==> config.mk <==
export PLATFORM = sky130hd
export DESIGN_NAME = csync_gen_flat
export DESIGN_NICKNAME = d
export VERILOG_FILES = /design/src/rtl/csync_gen_if.sv /design/src/rtl/csync_gen.sv /design/src/flat_wrapper.sv
export SDC_FILE = /design/constraint.sdc
export NUM_CORES = 1
export LEC_CHECK = 0
export CORE_MARGIN = 2
export CORE_UTILIZATION = 54
export DETAILED_ROUTE_END_ITERATION = 6
export PLACE_DENSITY = 0.82
export SETUP_SLACK_MARGIN = 0.5
export SLEW_MARGIN = 20
export SYNTH_ARGS = -nofsm -noshare
export SYNTH_HDL_FRONTEND = slang
export SYNTH_SLANG_ARGS = --single-unit
==> constraint.sdc <==
create_clock -name clkvideo -period 4 [get_ports clkvideo]
set_input_delay 0.6 -clock clkvideo [delete_from_list [all_inputs] [get_ports clkvideo]]
set_output_delay 0.6 -clock clkvideo [all_outputs]
set_load 0.05 [all_outputs]
==> src/rtl/csync_gen_if.sv <==
// Signal bundle between the pong video timing generator and its consumers:
// tick enable and game pixel in, composite sync, gated video and raster position out.
interface csync_gen_if;
  logic       ce;
  logic       v_in;
  logic       csync;
  logic       v_out;
  logic [7:0] hcount;
  logic [9:0] vcount;
  logic       hblank;
  logic       vblank;
  logic       line_start;
  logic       frame_start;

  modport master (
    output ce, v_in,
    input  csync, v_out, hcount, vcount, hblank, vblank, line_start, frame_start
  );

  modport slave (
    input  ce, v_in,
    output csync, v_out, hcount, vcount, hblank, vblank, line_start, frame_start
  );
endinterface

==> src/rtl/csync_gen.sv <==
// Composite-video timing generator for the 2 MHz pong domain: raster counters,
// composite sync with long vsync pulses, blanking flags, gated video and strobes.
module csync_gen #(
  parameter int unsigned H_TOTAL      = 128,
  parameter int unsigned H_SYNC       = 8,
  parameter int unsigned H_VIS_START  = 12,
  parameter int unsigned V_TOTAL      = 262,
  parameter int unsigned V_SYNC_START = 258,
  parameter int unsigned V_SYNC_LINES = 3,
  parameter int unsigned V_VIS_START  = 13,
  parameter int unsigned V_VIS_END    = 258
) (
  input logic         clkvideo,
  input logic         reset,
  csync_gen_if.slave  bus
);

  localparam logic [7:0] H_LAST      = 8'(H_TOTAL - 1);
  localparam logic [7:0] H_SYNC_END  = 8'(H_SYNC);
  // Vsync lines stay low until H_SYNC ticks before the line end, giving one long pulse per line.
  localparam logic [7:0] H_VS_END    = 8'(H_TOTAL - H_SYNC);
  localparam logic [7:0] H_VIS       = 8'(H_VIS_START);
  localparam logic [9:0] V_LAST      = 10'(V_TOTAL - 1);
  localparam logic [9:0] V_VS_FIRST  = 10'(V_SYNC_START);
  localparam logic [9:0] V_VS_END    = 10'(V_SYNC_START + V_SYNC_LINES);
  localparam logic [9:0] V_VIS_FIRST = 10'(V_VIS_START);
  localparam logic [9:0] V_VIS_LAST  = 10'(V_VIS_END);

  logic [7:0] hcount_r;
  logic [9:0] vcount_r;
  logic       csync_r;
  logic       v_out_r;
  logic       hblank_r;
  logic       vblank_r;
  logic       line_start_r;
  logic       frame_start_r;

  logic       in_vsync_s;
  logic       hblank_s;
  logic       vblank_s;
  logic       csync_s;
  logic       video_s;

  // Decode of the current raster position into next-tick output values
  always_comb begin
    in_vsync_s = (vcount_r >= V_VS_FIRST) && (vcount_r < V_VS_END);
    hblank_s   = (hcount_r < H_VIS);
    vblank_s   = (vcount_r < V_VIS_FIRST) || (vcount_r >= V_VIS_LAST);
    if (in_vsync_s) begin
      csync_s = (hcount_r >= H_VS_END);
    end else begin
      csync_s = (hcount_r >= H_SYNC_END);
    end
    video_s = bus.v_in & ~hblank_s & ~vblank_s;
  end

  // Raster counters: hcount every tick, vcount on the hcount wrap
  always_ff @(posedge clkvideo or posedge reset) begin
    if (reset) begin
      hcount_r <= 8'd0;
      vcount_r <= 10'd0;
    end else if (bus.ce) begin
      if (hcount_r == H_LAST) begin
        hcount_r <= 8'd0;
        if (vcount_r == V_LAST) begin
          vcount_r <= 10'd0;
        end else begin
          vcount_r <= vcount_r + 10'd1;
        end
      end else begin
        hcount_r <= hcount_r + 8'd1;
      end
    end
  end

  // Registered outputs, one tick behind the counters they were decoded from
  always_ff @(posedge clkvideo or posedge reset) begin
    if (reset) begin
      csync_r       <= 1'b1;
      v_out_r       <= 1'b0;
      hblank_r      <= 1'b1;
      vblank_r      <= 1'b1;
      line_start_r  <= 1'b0;
      frame_start_r <= 1'b0;
    end else if (bus.ce) begin
      csync_r       <= csync_s;
      v_out_r       <= video_s;
      hblank_r      <= hblank_s;
      vblank_r      <= vblank_s;
      line_start_r  <= (hcount_r == 8'd0);
      frame_start_r <= (hcount_r == 8'd0) && (vcount_r == 10'd0);
    end
  end

  assign bus.csync       = csync_r;
  assign bus.v_out       = v_out_r;
  assign bus.hcount      = hcount_r;
  assign bus.vcount      = vcount_r;
  assign bus.hblank      = hblank_r;
  assign bus.vblank      = vblank_r;
  assign bus.line_start  = line_start_r;
  assign bus.frame_start = frame_start_r;

endmodule

==> src/flat_wrapper.sv <==
// flat-port wrapper written by rule: the top's interface ports become plain ports
module csync_gen_flat 
#(
  parameter int unsigned H_TOTAL      = 128,
  parameter int unsigned H_SYNC       = 8,
  parameter int unsigned H_VIS_START  = 12,
  parameter int unsigned V_TOTAL      = 262,
  parameter int unsigned V_SYNC_START = 258,
  parameter int unsigned V_SYNC_LINES = 3,
  parameter int unsigned V_VIS_START  = 13,
  parameter int unsigned V_VIS_END    = 258
)
  (clkvideo, reset, bus_ce, bus_v_in, bus_csync, bus_v_out, bus_hcount, bus_vcount, bus_hblank, bus_vblank, bus_line_start, bus_frame_start);
  csync_gen_if bus_i ();
  input logic clkvideo;
  input logic reset;
  input wire logic [$bits(bus_i.ce)-1:0] bus_ce;
  input wire logic [$bits(bus_i.v_in)-1:0] bus_v_in;
  output wire logic [$bits(bus_i.csync)-1:0] bus_csync;
  output wire logic [$bits(bus_i.v_out)-1:0] bus_v_out;
  output wire logic [$bits(bus_i.hcount)-1:0] bus_hcount;
  output wire logic [$bits(bus_i.vcount)-1:0] bus_vcount;
  output wire logic [$bits(bus_i.hblank)-1:0] bus_hblank;
  output wire logic [$bits(bus_i.vblank)-1:0] bus_vblank;
  output wire logic [$bits(bus_i.line_start)-1:0] bus_line_start;
  output wire logic [$bits(bus_i.frame_start)-1:0] bus_frame_start;
  assign bus_i.ce = bus_ce;
  assign bus_i.v_in = bus_v_in;
  assign bus_csync = bus_i.csync;
  assign bus_v_out = bus_i.v_out;
  assign bus_hcount = bus_i.hcount;
  assign bus_vcount = bus_i.vcount;
  assign bus_hblank = bus_i.hblank;
  assign bus_vblank = bus_i.vblank;
  assign bus_line_start = bus_i.line_start;
  assign bus_frame_start = bus_i.frame_start;
  csync_gen #(.H_TOTAL(H_TOTAL), .H_SYNC(H_SYNC), .H_VIS_START(H_VIS_START), .V_TOTAL(V_TOTAL), .V_SYNC_START(V_SYNC_START), .V_SYNC_LINES(V_SYNC_LINES), .V_VIS_START(V_VIS_START), .V_VIS_END(V_VIS_END)) u_core (.clkvideo(clkvideo), .reset(reset), .bus(bus_i));
endmodule
==> qor.csv <==
metric,value,unit
Synth cell types,38,
first-pass GRT wire length,4.733,mm
most frequent cells in the layout,"clkdlybuf4s50_1 (27), dfrtp_1 (21), nand3_1 (13)",
RSZ-0062 raised after global routing,false,
H-tree levels,1,
Slew Limit Fails,0,
initial antenna violation count,0,
Fin Setup TNS,0,ns
part of the power in registers,0.405,
routed vias,1127,
P_sw,0.4030,mW
vias in the first global route,1020,
Filler cells,187,
outcome,completed,
Placed Cells,188,
1st-iter DRT viols,25,
"Core Util, Final",0.6874,
antenna-violating nets left,0,
Tmin final,2.435,ns
number of inserted diodes,0,
Crit Path Category,in -> reg,
Power Total,0.8817,mW
CP max-delay cell,clkdlybuf4s50_1,
Setup Buffers After CTS,0,
Worst Setup End Kind,flip-flop,
normalized max-slew margin,0.4091,
Worst Hold Class,reg -> reg,
CP required,4.21,ns
Yosys warning count,0,
Seq. cell area,604.3,um2
Routed WL per cell,15.14,um
IO buf count,27,
number of synthesized register bits,24,
die area,2901,um2
core outline area,2410,um2
share of cells above drive strength 1,0.08642,
clock root cell,clkbuf_4,
Detailed Route WL,2.906,mm
CP Launch Type,input pin,
Initial Utilization,0.5571,
vias per inst,5.870,
worst slew pin tran,0.8854,ns
worst vdd ir,0.5602,mV
CTS tree,done,
Congestion Overflow GR,0,
Die Wd,53.86,um
clock buffer depth,2,
"slowest stage delay, CP",0.70,ns
"Reg clk slew, reported paths",0.14,ns
Residual DRC,0,
Clk pwr share,0.126,
Boundary Pins,28,
cell family with most CP delay,buffers and inverters,
GPL Wtd Cong,0.8438,
Die H,53.86,um
"Avg Cell Area, Syn",9.945,um2
"EDFF count, synth",0,
Post-Syn Nets,145,
Most used DFF post-synth,dfrtp_1,
"Max FO, Critical Path",10,
"Clk Latency, worst-skew pair",0.31,ns
Pwr Density,532.2,nW/um2
Num CTS Buffers,3,
Synth Instances,135,
Nets,173,
final hold violations,0,
mapped cell area,1343,um2
Overall Global Routing Usage,0.2258,
Leak,0.7010,nW
"Seq/Total Area, Yosys",0.4501,
highest clock rate,410.7,MHz
final non-filler cell total,192,
Pre-antenna DRT Iters,4,
max cap viols,0,
clock sink total,24,
Cell Int Power,0.4787,mW
clock skew,0.01054,ns
# setup viols final,0,
Critical Path AT,2.65,ns
multi-input logic area,665.6,um2
crit-path cells,"clkdlybuf4s50_1, nand4_2, nor3_1, buf_4, nand4_1, xnor2_1",
estimated wirelength of the detail-placed design,2.177,mm
"most common cell after layout, fill and taps aside",clkdlybuf4s50_1,
combinational share of power,0.469,
"Gates resized, CTS repair",0,
period utilisation layout,0.6087,
Async SR Flop Fraction,1.000,
Sw Share,0.4571,
CTS Hold Bufs,0,
largest net degree at the start of global routing,25,
Layout area overhead,23.39,%
Buf/Inv on CP,2,
FP Rows,18,
[layer usage]
layer  track usage  wire, um  share of wire
met4       0.06838        40          0.014
met1        0.3185      1322           0.45
met3       0.04167       150          0.052
met5             0         0              0
met2        0.3516      1392           0.48
[state kept, by name, indices dropped and copies added, names as in the netlist]
| signal | count |
|---|---|
| u_core.bus.csync | 1 |
| u_core.bus.frame_start | 1 |
| u_core.bus.hblank | 1 |
| u_core.bus.hcount | 8 |
| u_core.bus.line_start | 1 |
| u_core.bus.v_out | 1 |
| u_core.bus.vblank | 1 |
| u_core.bus.vcount | 10 |
[Yosys cell counts, types with 2 or more instances]
| master | number | share of area |
|---|---|---|
| mux2_2 | 2 | 0.017 |
| nor2_1 | 9 | 0.025 |
| mux2i_1 | 3 | 0.022 |
| dfstp_2 | 3 | 0.059 |
| xnor2_1 | 9 | 0.059 |
| and3_1 | 2 | 0.0093 |
| inv_1 | 12 | 0.034 |
| or3_1 | 2 | 0.0093 |
| a21oi_1 | 5 | 0.019 |
| dfrtp_1 | 21 | 0.39 |
| o21ai_0 | 6 | 0.022 |
| nand2_1 | 8 | 0.022 |
| nor4_1 | 2 | 0.0093 |
| nand3_1 | 13 | 0.048 |
| and4_1 | 2 | 0.013 |
| nand4_1 | 4 | 0.019 |
| nor3_1 | 4 | 0.015 |
| clkbuf_1 | 3 | 0.0084 |
| ha_1 | 6 | 0.056 |
[per-stage QoR]
stage / setup WS, ns / hold slack (ns) / area (um2)
2_1_floorplan: 1.809 / 0.5893 / 1343
3_3_place_gp: 1.305 / 0.4686 / 1630
3_5_place_dp: 1.258 / 0.4732 / 1630
4_1_cts: 1.597 / 0.4926 / 1657
5_1_grt: 1.294 / 0.5071 / 1657
6_report: 1.565 / 0.4900 / 1657
[power by group through the flow]
stage / registers (mW) / logic [mW] / clock network [mW]
after global routing: 0.367 / 0.440 / 0.121
after detailed placement: 0.362 / 0.415 / 0
after floorplan: 0.520 / 0.119 / 0
after global placement: 0.359 / 0.407 / 0
final: 0.357 / 0.414 / 0.111
after CTS: 0.357 / 0.417 / 0.111
[layout make-up]
cell class / instances / area share
Inverter: 12 / 0.02719
Timing Repair Buffer: 28 / 0.1677
Multi-Input combinational cell: 94 / 0.4018
Clock buffer: 4 / 0.01586
Sequential cell: 24 / 0.3648
Tap cell: 30 / 0.02266
[worst paths after layout]
check / from / endpoint / slack (ns) / cells past startpoint
min in group asynchronous: reset / u_core.bus.vcount[6] / 0.75 / 2
worst max register to register: u_core.bus.hcount[0] / u_core.bus.vcount[7] / 1.94 / 6
worst min-delay path: u_core.bus.csync / u_core.bus.csync / 0.49 / 1
max in group asynchronous: reset / u_core.bus.hcount[2] / 2.69 / 2
worst max-delay path: bus_ce / u_core.bus.vcount[7] / 1.57 / 6
worst min register to register: u_core.bus.csync / u_core.bus.csync / 0.49 / 1
[kinds of logic after synthesis]
logic type / share of synthesized area
simple gates: 0.2237
flops: 0.4501
compound gates: 0.1184
buf+inv: 0.05405
xor+xnor: 0.05872
fa+ha+maj: 0.05592
mux: 0.03914
No activity file was read; power rests on OpenSTA's default activity.
